$ cat src/rtl/cpu_pkg.sv
// rtl/cpu_pkg.sv - shared fetch-path constants and encodings
//
// Purpose: widths, the bubble instruction, next-PC select encodings and the
// IF/ID occupancy state type shared by the fetch stage files.
package cpu_pkg;

  localparam int PC_W    = 16;
  localparam int INSTR_W = 32;

  localparam logic [INSTR_W-1:0] NOP_INSTR = 32'h0000_0000;

  // Next-PC select; 2'b11 is reserved and decodes as sequential.
  localparam logic [1:0] PC_SRC_SEQ = 2'b00;
  localparam logic [1:0] PC_SRC_BR  = 2'b01;
  localparam logic [1:0] PC_SRC_JMP = 2'b10;

  // IF/ID occupancy, mirrored directly on valid_o.
  typedef enum logic {
    ST_EMPTY = 1'b0,
    ST_FULL  = 1'b1
  } pipe_state_e;

endpackage

$ cat src/rtl/if_id_stage_if.sv
// rtl/if_id_stage_if.sv - fetch-side signal bundle for the IF/ID stage
//
// Purpose: groups every non-clock/reset signal of if_id_stage.
// Ports (signals):
//   pc_i, instr_i, pc_src_i, branch_target_i, jump_target_i,
//   IF_ID_write, flush_i                  : driven by fetch/hazard logic
//   pc_next_o, pc_write_o                 : to the program counter
//   pc_o, pc_plus4_o, instr_o, valid_o    : IF/ID register contents
//   stall_cnt_o, flush_cnt_o              : debug event counters
// Modports: master drives the inputs, slave is the stage itself.
interface if_id_stage_if #(
  parameter int PC_W    = cpu_pkg::PC_W,
  parameter int INSTR_W = cpu_pkg::INSTR_W,
  parameter int CNT_W   = 16
);

  logic [PC_W-1:0]    pc_i;
  logic [INSTR_W-1:0] instr_i;
  logic [1:0]         pc_src_i;
  logic [PC_W-1:0]    branch_target_i;
  logic [PC_W-1:0]    jump_target_i;
  logic               IF_ID_write;
  logic               flush_i;

  logic [PC_W-1:0]    pc_next_o;
  logic               pc_write_o;
  logic [PC_W-1:0]    pc_o;
  logic [PC_W-1:0]    pc_plus4_o;
  logic [INSTR_W-1:0] instr_o;
  logic               valid_o;
  logic [CNT_W-1:0]   stall_cnt_o;
  logic [CNT_W-1:0]   flush_cnt_o;

  modport master (
    output pc_i, instr_i, pc_src_i, branch_target_i, jump_target_i,
           IF_ID_write, flush_i,
    input  pc_next_o, pc_write_o, pc_o, pc_plus4_o, instr_o, valid_o,
           stall_cnt_o, flush_cnt_o
  );

  modport slave (
    input  pc_i, instr_i, pc_src_i, branch_target_i, jump_target_i,
           IF_ID_write, flush_i,
    output pc_next_o, pc_write_o, pc_o, pc_plus4_o, instr_o, valid_o,
           stall_cnt_o, flush_cnt_o
  );

endinterface

$ cat src/rtl/sat_counter.sv
// rtl/sat_counter.sv - saturating up-counter with synchronous reset
//
// Purpose: counts enabled cycles and sticks at all-ones.
// Ports:
//   clk_i  clock
//   rst_i  synchronous active-high reset (clears to zero)
//   inc_i  count this cycle
//   cnt_o  current count
module sat_counter #(
  parameter int W = 16
) (
  input  logic         clk_i,
  input  logic         rst_i,
  input  logic         inc_i,
  output logic [W-1:0] cnt_o
);

  always_ff @(posedge clk_i) begin
    if (rst_i) begin
      cnt_o <= '0;
    end else if (inc_i && (cnt_o != {W{1'b1}})) begin
      cnt_o <= cnt_o + W'(1);
    end
  end

endmodule

$ cat src/rtl/if_id_stage.sv
// rtl/if_id_stage.sv - fetch next-PC select and IF/ID pipeline register
//
// Purpose: computes PC+4 and the next PC (with its write enable), registers
// the fetched instruction/PC into IF/ID with stall, flush and valid tracking,
// and keeps saturating stall/flush event counters.
// Ports:
//   clk_i  clock, all state updates on the rising edge
//   rst_i  synchronous active-high reset, highest priority
//   bus    if_id_stage_if.slave carrying the fetch inputs, next-PC outputs,
//          IF/ID register outputs and the debug counters
module if_id_stage #(
  parameter int                 PC_W      = cpu_pkg::PC_W,
  parameter int                 INSTR_W   = cpu_pkg::INSTR_W,
  parameter logic [INSTR_W-1:0] NOP_INSTR = cpu_pkg::NOP_INSTR,
  parameter int                 CNT_W     = 16
) (
  input logic          clk_i,
  input logic          rst_i,
  if_id_stage_if.slave bus
);

  import cpu_pkg::*;

  logic [PC_W-1:0] pc_plus4;
  logic [PC_W-1:0] pc_next;
  logic            load_ev;
  logic            stall_ev;

  pipe_state_e state_q;
  pipe_state_e state_d;

  logic [PC_W-1:0]    pc_q;
  logic [PC_W-1:0]    pc_plus4_q;
  logic [INSTR_W-1:0] instr_q;

  // Wraps naturally modulo 2^PC_W.
  assign pc_plus4 = bus.pc_i + PC_W'(4);

  always_comb begin
    pc_next = pc_plus4;
    case (bus.pc_src_i)
      PC_SRC_BR:  pc_next = bus.branch_target_i;
      PC_SRC_JMP: pc_next = bus.jump_target_i;
      default:    pc_next = pc_plus4;
    endcase
  end

  assign bus.pc_next_o = pc_next;

  // A flush advances the PC even during a hazard stall so the redirect
  // target is not dropped.
  assign bus.pc_write_o = ~rst_i & (bus.IF_ID_write | bus.flush_i);

  assign load_ev  = ~bus.flush_i & bus.IF_ID_write;
  assign stall_ev = ~bus.flush_i & ~bus.IF_ID_write;

  always_comb begin
    state_d = state_q;
    if (bus.flush_i) begin
      state_d = ST_EMPTY;
    end else if (load_ev) begin
      state_d = ST_FULL;
    end
  end

  always_ff @(posedge clk_i) begin
    if (rst_i) begin
      state_q <= ST_EMPTY;
    end else begin
      state_q <= state_d;
    end
  end

  // The bubble still records the PC it replaced, so debug sees where the
  // discarded fetch was.
  always_ff @(posedge clk_i) begin
    if (rst_i) begin
      pc_q       <= '0;
      pc_plus4_q <= '0;
      instr_q    <= NOP_INSTR;
    end else if (bus.flush_i) begin
      pc_q       <= bus.pc_i;
      pc_plus4_q <= pc_plus4;
      instr_q    <= NOP_INSTR;
    end else if (bus.IF_ID_write) begin
      pc_q       <= bus.pc_i;
      pc_plus4_q <= pc_plus4;
      instr_q    <= bus.instr_i;
    end
  end

  assign bus.pc_o       = pc_q;
  assign bus.pc_plus4_o = pc_plus4_q;
  assign bus.instr_o    = instr_q;
  assign bus.valid_o    = (state_q == ST_FULL);

  sat_counter #(.W(CNT_W)) u_stall_cnt (
    .clk_i (clk_i),
    .rst_i (rst_i),
    .inc_i (stall_ev),
    .cnt_o (bus.stall_cnt_o)
  );

  sat_counter #(.W(CNT_W)) u_flush_cnt (
    .clk_i (clk_i),
    .rst_i (rst_i),
    .inc_i (bus.flush_i),
    .cnt_o (bus.flush_cnt_o)
  );

endmodule
$ cat src/flat_wrapper.sv
// flat-port wrapper written by rule: the top's interface ports become plain ports
module if_id_stage_flat import cpu_pkg::*;
#(
  parameter int                 PC_W      = cpu_pkg::PC_W,
  parameter int                 INSTR_W   = cpu_pkg::INSTR_W,
  parameter logic [INSTR_W-1:0] NOP_INSTR = cpu_pkg::NOP_INSTR,
  parameter int                 CNT_W     = 16
)
  (clk_i, rst_i, bus_pc_i, bus_instr_i, bus_pc_src_i, bus_branch_target_i, bus_jump_target_i, bus_IF_ID_write, bus_flush_i, bus_pc_next_o, bus_pc_write_o, bus_pc_o, bus_pc_plus4_o, bus_instr_o, bus_valid_o, bus_stall_cnt_o, bus_flush_cnt_o);
  if_id_stage_if #(.PC_W(PC_W), .INSTR_W(INSTR_W), .CNT_W(CNT_W)) bus_i ();
  input logic clk_i;
  input logic rst_i;
  input wire logic [$bits(bus_i.pc_i)-1:0] bus_pc_i;
  input wire logic [$bits(bus_i.instr_i)-1:0] bus_instr_i;
  input wire logic [$bits(bus_i.pc_src_i)-1:0] bus_pc_src_i;
  input wire logic [$bits(bus_i.branch_target_i)-1:0] bus_branch_target_i;
  input wire logic [$bits(bus_i.jump_target_i)-1:0] bus_jump_target_i;
  input wire logic [$bits(bus_i.IF_ID_write)-1:0] bus_IF_ID_write;
  input wire logic [$bits(bus_i.flush_i)-1:0] bus_flush_i;
  output wire logic [$bits(bus_i.pc_next_o)-1:0] bus_pc_next_o;
  output wire logic [$bits(bus_i.pc_write_o)-1:0] bus_pc_write_o;
  output wire logic [$bits(bus_i.pc_o)-1:0] bus_pc_o;
  output wire logic [$bits(bus_i.pc_plus4_o)-1:0] bus_pc_plus4_o;
  output wire logic [$bits(bus_i.instr_o)-1:0] bus_instr_o;
  output wire logic [$bits(bus_i.valid_o)-1:0] bus_valid_o;
  output wire logic [$bits(bus_i.stall_cnt_o)-1:0] bus_stall_cnt_o;
  output wire logic [$bits(bus_i.flush_cnt_o)-1:0] bus_flush_cnt_o;
  assign bus_i.pc_i = bus_pc_i;
  assign bus_i.instr_i = bus_instr_i;
  assign bus_i.pc_src_i = bus_pc_src_i;
  assign bus_i.branch_target_i = bus_branch_target_i;
  assign bus_i.jump_target_i = bus_jump_target_i;
  assign bus_i.IF_ID_write = bus_IF_ID_write;
  assign bus_i.flush_i = bus_flush_i;
  assign bus_pc_next_o = bus_i.pc_next_o;
  assign bus_pc_write_o = bus_i.pc_write_o;
  assign bus_pc_o = bus_i.pc_o;
  assign bus_pc_plus4_o = bus_i.pc_plus4_o;
  assign bus_instr_o = bus_i.instr_o;
  assign bus_valid_o = bus_i.valid_o;
  assign bus_stall_cnt_o = bus_i.stall_cnt_o;
  assign bus_flush_cnt_o = bus_i.flush_cnt_o;
  if_id_stage #(.PC_W(PC_W), .INSTR_W(INSTR_W), .NOP_INSTR(NOP_INSTR), .CNT_W(CNT_W)) u_core (.clk_i(clk_i), .rst_i(rst_i), .bus(bus_i));
endmodule
$ cat config.mk
export PLATFORM = sky130hd
export DESIGN_NAME = if_id_stage_flat
export DESIGN_NICKNAME = d
export VERILOG_FILES = /design/src/rtl/cpu_pkg.sv /design/src/rtl/if_id_stage_if.sv /design/src/rtl/sat_counter.sv /design/src/rtl/if_id_stage.sv /design/src/flat_wrapper.sv
export SDC_FILE = /design/constraint.sdc
export NUM_CORES = 1
export LEC_CHECK = 0
export ABC_AREA = 1
export BUFFER_PORTS_ARGS = -buffer_cell sky130_fd_sc_hd__buf_2
export CORE_MARGIN = 4
export CORE_UTILIZATION = 45
export DETAILED_ROUTE_END_ITERATION = 10
export GPL_ROUTABILITY_DRIVEN = 0
export MAX_ROUTING_LAYER = met4
export PLACE_DENSITY = 0.8
export SYNTH_ARGS = -nofsm -noshare
export SYNTH_HDL_FRONTEND = slang
export SYNTH_SLANG_ARGS = --single-unit
export TNS_END_PERCENT = 30
$ cat constraint.sdc
create_clock -name clk_i -period 2.8 [get_ports clk_i]
set_input_delay 0.84 -clock clk_i [delete_from_list [all_inputs] [get_ports clk_i]]
set_output_delay 0.84 -clock clk_i [all_outputs]
set_load 0.1 [all_outputs]
[Word-level counts from Yosys, hierarchy flattened]
Cells that the tools add are included.
Word-level totals
  bits in registers: 97
  logic and storage cells: 29
Cells by class
  $add $sub $neg: 3
  equality and inequality tests: 4
  mux-type cells: 5
  bitwise gates (word level): 7
  reduce and logical (&&, ||, !) cells: 4
Operators by type and width (number)
  2-to-1 mux 16 bit: 4
  adder 16 x 1 -> 16 bit (second input constant): 2
  != test 16 bit (second input constant): 2
  one-hot mux 16 bit (2 select lines): 1
  adder 16 x 3 -> 16 bit (second input constant): 1
  bitwise AND 1 bit: 3
  NOT 1 bit: 3
  equality test 2 x 1 -> 1 bit (second input constant): 1
  equality test 2 bit (second input constant): 1
  logical AND 1 bit: 2
  nonzero test 2 bit: 1
  OR reduction 2 bit: 1
  OR 1 bit: 1

[Longest topological paths before layout]
  depth after elaboration: 3
  depth in mapped cells: 9
  gate-level depth less buffers: 9

[Modules after synthesis]
Synthesis repeated with hierarchy kept, for this count alone.
Second synthesis, totals
  cells, all modules: 713
  area, all modules: 4779.6 um^2
Modules (own cells, without submodules)
  if_id_stage: times used 1, cells an instance 415, area each 2920.3 um^2, sequential area each 1261.2 um^2
  sat_counter: times used 2, cells an instance 149, area each 929.6 um^2, sequential area each 320.3 um^2

[Worst setup path after synthesis]
OpenSTA, ideal clock, no wires.
  path type: in2out
  start: in bus_pc_src_i[0]
  end: out bus_pc_next_o[11]
  data arrival time: 3709 ps
  required time: 1960 ps
  slack: -1749 ps
  cell stages on the path: 6
  buffers on the path: 2
  path through: inv_1 ha_1 buf_2 inv_1 clkbuf_1 o21ai_0
On the way
  word-level cells in the longest chain between the ends: 2
  elaborated cells on any way between the ends: 3
Ends and longest elaborated chain
  start: declaration: RTL line flat_wrapper.sv:15  | input wire logic [$bits(bus_i.pc_src_i)-1:0] bus_pc_src_i;
  equality test 2 bit or equality test 2 x 1 -> 1 bit (tied branches): RTL line if_id_stage.sv:41  | case (bus.pc_src_i)
  one-hot mux 16 bit (2 select lines) *: RTL line if_id_stage.sv:41
  end: declaration: RTL line flat_wrapper.sv:20  | output wire logic [$bits(bus_i.pc_next_o)-1:0] bus_pc_next_o;
Every way passes the cells marked *; elsewhere a longest branch is shown, timed or not.

[Final worst setup path]
  start: in bus_pc_i[7]
  end: out bus_pc_next_o[15]
On the way
  word-level cells in the longest chain between the ends: 2
Ends and longest elaborated chain
  start: declaration: RTL line flat_wrapper.sv:13  | input wire logic [$bits(bus_i.pc_i)-1:0] bus_pc_i;
  adder 16 x 3 -> 16 bit: RTL line if_id_stage.sv:37  | assign pc_plus4 = bus.pc_i + PC_W'(4);
  one-hot mux 16 bit (2 select lines): RTL line if_id_stage.sv:41
No other way between the ends.

==> results.md <==
Synth:
- Of the total synthesized cell area, the portion taken by AND, OR, NAND and NOR gates is 0.355.
- In this run, synthesis inferred 0 flip-flops with an integrated enable.
- Counting flops with an async set or reset pin after synthesis yields a share of 0.
- After synthesis, the largest family of logic cells by area is simple AND/OR/NAND/NOR gates.
- The synthesized instance count is 697.
- For this run, the register share of the synthesized area comes to 0.404.
- For this run, the leading register cell type out of synthesis is sky130_fd_sc_hd__dfxtp_1.
- The average instance in the mapped netlist occupies 6.76 um2.
- In this run the cell area of the synthesized design comes to 4710 um2.
- Yosys instantiated no cell more often than sky130_fd_sc_hd__nand2_1.
- After synthesis, the share of cell area in mux cells is 0.
- The net count after synthesis is 788.
- The share of Yosys cell area claimed by the top area cell type is 0.404.
- Counting flops and latches in the post-synthesis netlist gives 95.
- The Yosys step of the flow raised 0 warnings.
- The post-synthesis share of cell area spent on xor and xnor gates is 0.0112.
- The post-synthesis cell type with the largest combined area is sky130_fd_sc_hd__dfxtp_1.
- The number of different library cells in the post-synthesis netlist is 31.
- Of the total synthesized cell area, the portion taken by full adders, half adders and majority gates is 0.0133.
- The fraction of the mapped netlist area in compound gates is 0.139.
- After synthesis, the cell types taking the most area are sky130_fd_sc_hd__dfxtp_1 (40%), sky130_fd_sc_hd__nand2_1 (15%), sky130_fd_sc_hd__nor2_1 (10%).
- After synthesis, the most frequently instantiated cells are sky130_fd_sc_hd__nand2_1 (191), sky130_fd_sc_hd__nor2_1 (127), sky130_fd_sc_hd__dfxtp_1 (95).

Clock tree:
- The CTS tree is yes.
- Clock latency on the worst-skew pair, taken at its later pin, is 360 ps.
- The clock-pin slew on the worst setup and hold paths is 90 ps.
- In this run, CTS created clock tree buffers numbering 9.
- The CTS root buffer is sky130_fd_sc_hd__clkbuf_8.
- Counting along the longest clock path gives a buffer depth of 2.
- For this design, the sink count on the clock tree is 95.
- The deepest level of the CTS H-tree is 3.

Layout:
- The total inserted antenna cells is 0.
- In the final layout, the share of cells above drive strength 1 is 0.343.
- The final-stage net count is 1005.
- The final-layout fill cell count is 940.
- The number of cells in the finished layout apart from fillers is 1055.
- The area added between synthesis and finish is 43.5%.
- The area of all placed cells without fillers is 6760 um2.

Pwr:
- The share of total power dissipated in the clock network is 0.261.
- The leakage power summed over all cells is 0.00324 uW.
- Of the total power, registers draw 0.395.
- Of the total power, combinational logic draws 0.343.
- The power per cell area is 536 nW/um2.
- The total net switching power is 1450 uW.
- The internal power of the cells totals 2170 uW.
- Across the VDD grid, the largest voltage drop is 0.000343 V.
- The switching part of the total power is 0.401.

Timing:
- The final worst clock skew is 10.0 ps.
- Subtracting the final worst setup slack from the clock period gives 2790 ps.
- For the pin with the worst max-slew slack, the measured transition is 515 ps.
- The number of max-slew violations in the final report was 0.
- Setup violations remaining at the end of the flow were counted as 0.
- The achievable frequency is 358 MHz.
- The number of hold-slack violations in the final timing report was 0.
- Summed over all failing endpoints, the final setup total negative slack is 0 ps.
- Setup repair after global routing could not meet its margin everywhere.
- Measured against its own limit, the worst slew margin works out to 0.659.
- In the finished design, the share of the clock period the worst path needs comes to 0.998.

Die:
- The area inside the core boundary is 10300 um2.
- The width of the die is 110 um.
- The effective utilization at floorplan is 0.458.
- The floorplan has 37 rows.
- The die covers 12200 um2.
- The height of the chip is 110 um.
- The number of placed I/O pins is 200.

Global routing:
- The total global routing overflow is 0.
- In the global route stage, overall resource usage came out at 0.224.
- The maximum number of pins on one net before global-route repair is 52.
- The number of global-route vias before repair is 4587.
- The initial antenna violation count is 0.
- The first global-routing pass estimated 21.1 mm of wire.

Critical path:
- The setup path with the least slack is of type input port to output port.
- STA classifies the critical path startpoint as an input port.
- The number of cells on the worst reg-to-reg path is 6.
- The data arrival at the endpoint of the critical path is 1950 ps.
- STA classifies the critical path endpoint as an output port.
- The critical-path maximum fanout is 2.
- Data on the critical path is required at its endpoint by 1960 ps.

Flow run:
- The max-cap violation count is 0.

Min path:
- The number of cells on the worst hold path is 2.
- The path class of the tightest hold or removal check is flip-flop to flip-flop.

Routing:
- Across all layers, the routed design uses 5199 vias.
- The total wire length is 13.8 mm.
- Before antenna repair, the detailed router went through 6 iterations.
- The number of nets with antenna violations after detailed routing is 0.
- The number of remaining DRC errors is 0.
- The average wire per cell in the routed design is 13.1 um.
- The count of routing violations after the opening detailed-route iteration is 288.
- The number of vias per cell is 4.93.

Outcome:
- The run finished with clean final reports.

Placed design:
- The HPWL after detailed placement is 10.3 mm.
- The number of cells in the design after placement is 1034.
- The instance area at placement is 6400 um2.
- The number of buffers inserted by port buffering is 199.
## final timing paths
| kind | start | end | slack [ps] |
|---|---|---|---|
| max | bus_pc_i[7] | bus_pc_next_o[15] | 7 |
| min | u_core.bus.instr_o[2] | u_core.bus.instr_o[2] | 460 |
| max reg2reg | u_core.u_flush_cnt.cnt_o[0] | u_core.u_flush_cnt.cnt_o[5] | 1160 |
| min reg2reg | u_core.bus.instr_o[2] | u_core.bus.instr_o[2] | 460 |
## critical path: stages
cell	delay, ps
sky130_fd_sc_hd__buf_2	90
sky130_fd_sc_hd__nand2_1	110
sky130_fd_sc_hd__buf_4	170
sky130_fd_sc_hd__nor2_1	140
sky130_fd_sc_hd__nand4_1	180
sky130_fd_sc_hd__a31oi_4	230
sky130_fd_sc_hd__buf_12	190
## kinds of logic after synthesis
| logic type | count (synthesis) |
|---|---|
| adder cells (fa/ha/maj) | 5 |
| buffers and inverters | 83 |
| XOR/XNOR | 6 |
| AND/OR/NAND/NOR | 389 |
| flip-flops | 95 |
| AO/OA/AOI/OAI | 119 |
## placed cells by master, fill, tap and decap left out, drive strengths merged
master  Yosys  layout
a31oi       5       5
a22o        9       9
o21ai      27      27
dfxtp      95      95
a21oi      74      74
inv        48      51
nor3        2       2
a22oi       2       2
ha          5       5
clkbuf     14      10
nand2     195     195
buf        20     240
bufinv      0       1
nand3      47      47
o211ai      1       1
o21bai      1       1
xor2        6       6
nand4       7       7
nor2      138     138
clkinv      1       3
## per-layer routing
metal / vias up / track usage / routed length (um)
met3: 13 / 0.0379 / 783
met5: - / - / 0
met4: 0 / 0.0739 / 163
li1: 2668 / - / -
met2: 134 / 0.391 / 7200
met1: 2384 / 0.263 / 5700
## stage by stage
stage | worst slack [ps] | total power, uW | util | hold WS [ps]
5_1_grt | -42.4 | 3770 | 0.658 | 485
4_1_cts | 1.69 | 3640 | 0.648 | 464
3_3_place_gp | -107 | 2680 | 0.623 | 446
6_report | 6.56 | 3630 | 0.658 | 461
3_5_place_dp | -135 | 2690 | 0.623 | 449
2_1_floorplan | -290 | 2340 | - | 900
## cell type report
class | instances | area, um2 | share of cell area
Multi-Input combinational cell | 519 | 2680 | 0.396
Sequential cell | 95 | 1900 | 0.281
Timing Repair Buffer | 240 | 1610 | 0.239
Inverter | 49 | 195 | 0.0289
Tap cell | 136 | 170 | 0.0252
Clock buffer | 10 | 128 | 0.0189
Clock inverter | 6 | 76.3 | 0.0113
## timing repair
action | 4_1_cts | 5_1_grt
setup buffers | 2 | 3
hold buffers | 0 | 0
endpoints found under the setup margin | 11 | 15
gates resized for setup | 9 | 23
pin swaps | 2 | 7
cloned | 0 | 0
## registers in the layout, indices dropped and copies added (netlist names)
name / flops
u_core.u_stall_cnt.cnt_o: 16
u_core.u_flush_cnt.cnt_o: 16
u_core.bus.pc_plus4_o: 16
u_core.bus.pc_o: 14
u_core.bus.valid_o: 1
u_core.bus.instr_o: 32
## power groups by stage
stage | clock [uW] | sequential [uW] | combinational, uW
after floorplan | 0 | 1840 | 509
after global placement | 0 | 1460 | 1220
after detailed placement | 0 | 1460 | 1220
after CTS | 970 | 1430 | 1230
after global routing | 1030 | 1440 | 1300
final | 947 | 1430 | 1240
No activity file was read; power rests on OpenSTA's default activity.
